$ cat config.mk
export PLATFORM = sky130hd
export DESIGN_NAME = spi_dac_tx
export DESIGN_NICKNAME = d
export VERILOG_FILES = /design/src/rtl/spi_dac_tx.sv
export SDC_FILE = /design/constraint.sdc
export NUM_CORES = 1
export LEC_CHECK = 0
export CORE_ASPECT_RATIO = 1.4
export CORE_UTILIZATION = 59
export CTS_CLUSTER_DIAMETER = 150
export DETAILED_ROUTE_END_ITERATION = 16
export PLACE_DENSITY_LB_ADDON = 0.12
export SYNTH_ARGS = -nofsm -noshare
export SYNTH_HDL_FRONTEND = slang
export SYNTH_SLANG_ARGS = --single-unit
$ cat constraint.sdc
create_clock -name sysclk -period 2.9 [get_ports sysclk]
set_clock_uncertainty 0.2 [all_clocks]
set_input_delay 0.58 -clock sysclk [delete_from_list [all_inputs] [get_ports sysclk]]
set_output_delay 0.58 -clock sysclk [all_outputs]
set_load 0.02 [all_outputs]
$ cat src/rtl/spi_dac_tx.sv
// ---------------------------------------------------------------------------
// spi_dac_tx
//
// SPI transmitter for the MCP4911 10-bit DAC on the output side of the audio
// path. A 10-bit sample is taken over a load/ready handshake into a one-deep
// holding buffer. It is then sent as a 16-bit command word, MSB first:
//   {A/B=0, BUF=VREF_BUF, GA_n=GAIN_1X, SHDN_n=1, sample[9:0], 2'b00}
// CS, SCK and SDI are generated from sysclk by a free-running tick divider.
// One SCK period lasts two ticks.
//
// Parameters
//   CLK_DIV   tick every CLK_DIV+1 sysclk cycles
//   GAIN_1X   value sent on command bit 13 (1 = 1x gain)
//   VREF_BUF  value sent on command bit 14
//
// Ports
//   sysclk    in   system clock
//   reset     in   synchronous, active-high reset
//   load      in   sample strobe, accepted only while ready=1
//   data_in   in   10-bit sample, captured on an accepted load
//   ready     out  holding buffer empty
//   busy      out  frame in progress
//   overrun   out  one-cycle pulse when load arrives while ready=0
//   dac_cs    out  chip select, active low
//   dac_sck   out  SPI clock, idles low, DAC samples on the rising edge
//   dac_sdi   out  serial data, changes on SCK fall / CS fall
//   dac_ldac  out  DAC latch strobe, active low
//
// Build option
//   SPI_DAC_LDAC_EN  when defined, dac_ldac pulses low for one tick period.
//                    The pulse starts one tick after CS rises. When the macro
//                    is not defined, dac_ldac is tied low and the DAC updates
//                    on CS rise.
// ---------------------------------------------------------------------------
module spi_dac_tx #(
  parameter logic [4:0] CLK_DIV  = 5'd24,
  parameter logic       GAIN_1X  = 1'b1,
  parameter logic       VREF_BUF = 1'b0
) (
  input  logic       sysclk,
  input  logic       reset,
  input  logic       load,
  input  logic [9:0] data_in,
  output logic       ready,
  output logic       busy,
  output logic       overrun,
  output logic       dac_cs,
  output logic       dac_sck,
  output logic       dac_sdi,
  output logic       dac_ldac
);

  typedef enum logic [2:0] {
    S_IDLE,
    S_SETUP,
    S_SHIFT,
    S_HOLD,
    S_GAP
  } state_t;

  state_t      state_q, state_d;
  logic [4:0]  ctr_q, ctr_d;
  logic        tick_q, tick_d;
  logic [9:0]  hold_q, hold_d;
  logic        hold_valid_q, hold_valid_d;
  logic        ready_q, ready_d;
  logic        overrun_q, overrun_d;
  logic        busy_q, busy_d;
  logic        cs_q, cs_d;
  logic        sck_q, sck_d;
  logic        sdi_q, sdi_d;
  logic [15:0] shift_q, shift_d;
  logic [3:0]  bitcnt_q, bitcnt_d;
`ifdef SPI_DAC_LDAC_EN
  logic        ldac_q, ldac_d;
`endif

  // Next-state logic for the tick divider, the holding buffer and the frame
  // FSM. Every register holds its value unless a branch below changes it. The
  // FSM moves only on tick_q. The buffer handshake runs every cycle, so the
  // next sample can be loaded while the current frame is still shifting out.
  always_comb begin
    state_d      = state_q;
    ctr_d        = ctr_q;
    tick_d       = 1'b0;
    hold_d       = hold_q;
    hold_valid_d = hold_valid_q;
    overrun_d    = 1'b0;
    cs_d         = cs_q;
    sck_d        = sck_q;
    shift_d      = shift_q;
    bitcnt_d     = bitcnt_q;
`ifdef SPI_DAC_LDAC_EN
    ldac_d       = ldac_q;
`endif

    // The counter reloads on zero, and tick is the registered zero detect.
    if (ctr_q == 5'd0) begin
      ctr_d  = CLK_DIV;
      tick_d = 1'b1;
    end else begin
      ctr_d  = ctr_q - 5'd1;
    end

    // A load is judged against the registered ready flag. In the cycle where
    // IDLE consumes the buffer, ready is still 0, so that load is dropped.
    if (load && ready_q) begin
      hold_d       = data_in;
      hold_valid_d = 1'b1;
    end else if (load) begin
      overrun_d    = 1'b1;
    end

    if (tick_q) begin
      case (state_q)
        S_IDLE: begin
          if (hold_valid_q) begin
            shift_d      = {1'b0, VREF_BUF, GAIN_1X, 1'b1, hold_q, 2'b00};
            hold_valid_d = 1'b0;
            cs_d         = 1'b0;
            bitcnt_d     = 4'd15;
            state_d      = S_SETUP;
          end
        end
        S_SETUP: begin
          state_d = S_SHIFT;
        end
        S_SHIFT: begin
          // Rising ticks only raise SCK. Falling ticks advance the data.
          if (!sck_q) begin
            sck_d = 1'b1;
          end else begin
            sck_d   = 1'b0;
            shift_d = {shift_q[14:0], 1'b0};
            if (bitcnt_q == 4'd0) begin
              state_d = S_HOLD;
            end else begin
              bitcnt_d = bitcnt_q - 4'd1;
            end
          end
        end
        S_HOLD: begin
          cs_d    = 1'b1;
          state_d = S_GAP;
        end
        S_GAP: begin
          state_d = S_IDLE;
        end
        default: begin
          cs_d    = 1'b1;
          state_d = S_IDLE;
        end
      endcase

`ifdef SPI_DAC_LDAC_EN
      // LDAC goes low on the tick that leaves GAP and returns high on the next
      // tick. This keeps the strobe clear of the CS rising edge.
      ldac_d = (state_q == S_GAP) ? 1'b0 : 1'b1;
`endif
    end

    if (state_d != S_SHIFT) begin
      sck_d = 1'b0;
    end

    sdi_d   = cs_d ? 1'b0 : shift_d[15];
    ready_d = !hold_valid_d;
    busy_d  = (state_d != S_IDLE);
  end

  // All state and every output is registered here. Reset is synchronous and
  // has priority over everything else. A reset mid-frame raises CS on the
  // next edge and throws the partial word away.
  always_ff @(posedge sysclk) begin
    if (reset) begin
      state_q      <= S_IDLE;
      ctr_q        <= CLK_DIV;
      tick_q       <= 1'b0;
      hold_q       <= 10'd0;
      hold_valid_q <= 1'b0;
      ready_q      <= 1'b1;
      overrun_q    <= 1'b0;
      busy_q       <= 1'b0;
      cs_q         <= 1'b1;
      sck_q        <= 1'b0;
      sdi_q        <= 1'b0;
      shift_q      <= 16'd0;
      bitcnt_q     <= 4'd0;
`ifdef SPI_DAC_LDAC_EN
      ldac_q       <= 1'b1;
`endif
    end else begin
      state_q      <= state_d;
      ctr_q        <= ctr_d;
      tick_q       <= tick_d;
      hold_q       <= hold_d;
      hold_valid_q <= hold_valid_d;
      ready_q      <= ready_d;
      overrun_q    <= overrun_d;
      busy_q       <= busy_d;
      cs_q         <= cs_d;
      sck_q        <= sck_d;
      sdi_q        <= sdi_d;
      shift_q      <= shift_d;
      bitcnt_q     <= bitcnt_d;
`ifdef SPI_DAC_LDAC_EN
      ldac_q       <= ldac_d;
`endif
    end
  end

  assign ready   = ready_q;
  assign busy    = busy_q;
  assign overrun = overrun_q;
  assign dac_cs  = cs_q;
  assign dac_sck = sck_q;
  assign dac_sdi = sdi_q;
`ifdef SPI_DAC_LDAC_EN
  assign dac_ldac = ldac_q;
`else
  assign dac_ldac = 1'b0;
`endif

endmodule
==> impl_results.md <==
- Hold depth: 1
- GRT Overall Usage: roughly 26%
- First drt pass iteration count: 4
- Register area share after synthesis: a little under half
- Final Hold Viols: 0
- Fmax: approximately 440 MHz
- Worst Hold Class: reg2reg
- FILL cells: around 240
- Core ar.: a little under 3000 µm²
- Vias/cell: ~5.9
- Gr ovfl total: 0
- Die Y: between 60 and 70 µm
- Synth async-reset ratio: 0%
- Fin crit period: 2260 ps
- Row count: 23
- Status: finished, final reports clean
- Htree depth: 2
- Post-route ant nets: 0
- Post-CTS setup buffers: 0
- Syn avg cell area: about 8.9 µm²
- Final worst setup slack: between 600 and 700 ps
- Nets: 240
- WP depth: 1
- Number of synthesized flops with an enable pin: 0
- Critical path buffers and inverters: 1
- Routed WL: 3960 µm
- Initial core utilization: between 60% and 70%
- Initial antenna violation count: 0
- Clock sinks: 45
- Wire length per cell: 15.1 µm
- Family with the most delay on the worst path: buffers and inverters
- CP Capture Type: primary output
- Slowest cell on crit path: clkdlybuf4s50_1
- First-pass GRT wire length: approximately 6500 µm
- CP Class: reg2out
- Syn Inst Count: about 210
- Routability Congestion: 0.761
- IO Port Bufs: 18
- Chip width: 49.8 µm
- Dpl hpwl: roughly 2800 µm
- Clock transition at path regs: 80 ps
- Setup tns final: 0 ps
- Worst Path Required: about 2100 ps
- Resized cells post-CTS: 0
- CTS tree: yes
- Worst-path fanout max: 9
- Max incr delay on CP: around 680 ps
- Setup-failing EPs final: 0
- Max VDD drop: ~0.00048 V
- Power per cell area: around 580 nW/µm²
- Syn-to-layout area delta: 13.9%
- Max Cap Violations: 0
- DRC viols: 0
- Final period util: about four fifths
- Mapped Nets: about 230
- Cell variety after synth: 48
- Vias in the first global route: 1444
- CP arrival: roughly 1500 ps
- RSZ-0062 raised after global routing: false
- Leakage Power: about 0.00084 µW
- Total CTS buffers: 5
- Synth Cell Area: around 1900 µm²
- Most common cell after layout, fill and taps aside: dfxtp_1
- DR iter-0 viols: between 50 and 60
- FF+latch count, synth: 45
- Worst setup SP type: flop
- Layout cells sized above 1: a little under 10%
- Post-placement setup slack: ~630 ps
- Diodes inserted: 0
- Cell Chain, Critical Path: clkdlybuf4s50_1
- Max Root-Sink Buffers: 2
- Final Max Slew Viols: 0
- Worst Tran Pin Value: 496 ps
- R2R cell count: 4
- Warnings, synthesis: 0
- Most frequent cells in the layout: dfxtp_1, nand2_1, nor2_1
- Rel. slew slack: between 60% and 70%
- I/O pin cnt: 20
- Largest net degree at the start of global routing: 20
- Worst-Skew Late Latency: about 300 ps
- Cell chosen for the clock root: clkbuf_8
- Primary FF master, synth: dfxtp_1
- Die Area: between 3000 and 4000 µm²
- CTS Hold Buffers Added: 0
- Via Count: about 1600
[layer usage]
metal	vias to the layer above	global-route usage [%]	part of all wire, %
met1	731	28.1	43
li1	777	-	-
met2	32	46.3	52
met3	11	6.58	3.6
met5	-	0	0
met4	0	11.8	2.1
[synthesized netlist by cell type, types with 2 or more instances]
cell type	n	share of area, %
buf_4	3	1.2
o21ai_0	6	1.6
a21oi_1	18	4.8
and2_1	2	0.66
a32oi_1	2	0.93
inv_1	7	1.4
clkbuf_1	5	0.99
buf_6	3	1.8
a221oi_1	10	4.6
nor2b_1	2	0.66
nand3_1	2	0.53
nor2_1	22	4.4
nor3b_1	3	1.2
nor3_2	2	1.1
nor3_1	5	1.3
dfxtp_1	45	48
buf_2	4	1.1
nand2b_1	2	0.66
nand4_1	3	0.99
ha_1	2	1.3
o21ai_1	12	3.2
nand2_1	25	5.0
or3_1	2	0.66
a311oi_1	2	0.93
[final cells by class]
cell class	instances	area [µm²]	area share, %
repair buffers	20	195	9.08
multi-input cells	145	861	40.0
well taps	37	46.3	2.15
inverters	8	30.0	1.40
flip-flops and latches	45	901	41.9
clock buffers	7	86.3	4.02
clock inverters	1	30.0	1.40
[through the flow]
| stage | hold slack, ps | instances | cell area (µm²) | util, % | total power (µW) |
|---|---|---|---|---|---|
| floorplan | 213 | 213 | 1890 | - | 728 |
| global placement | 222 | 255 | 2030 | 68.6 | 758 |
| detailed placement | 228 | 255 | 2030 | 68.6 | 766 |
| CTS | 239 | 263 | 2150 | 72.5 | 1250 |
| global route | 263 | 263 | 2150 | 72.5 | 1280 |
| finish | 236 | 263 | 2150 | 72.5 | 1240 |
[state kept, by name, summed over array words and instances (netlist names)]
name	flops
shift_q	15
hold_q	10
ctr_q	5
bitcnt_q	4
state_q	3
busy	1
dac_cs	1
dac_sck	1
dac_sdi	1
hold_valid_q	1
overrun	1
ready	1
tick_q	1
[power by group]
group	total [µW]	switching [µW]	internal [µW]
logic	94.0	48.5	45.6
clock network	492	211	281
registers	657	16.9	640
total	1240	277	967
[cells by family (layout without fill, tap and decap cells)]
kind of cell / after synthesis / in the layout / share of synthesized area [%]
compound gates: 55 / 55 / 18.5
xor+xnor: 1 / 1 / 0.464
fa+ha+maj: 3 / 3 / 1.92
buf+inv: 23 / 36 / 6.63
flops: 45 / 45 / 47.7
mux: 1 / 1 / 0.796
other cells: 1 / 1 / 0.199
simple gates: 84 / 84 / 23.7
[path summary, 6_finish.rpt]
| kind | slack, ps | end | from |
|---|---|---|---|
| setup reg to reg | 930 | dac_sdi | state_q[1] |
| setup / recovery | 640 | dac_sck | dac_sck |
| hold / removal | 240 | ctr_q[0] | ctr_q[0] |
| hold reg to reg | 240 | ctr_q[0] | ctr_q[0] |
(Power assumes the default switching activity.)
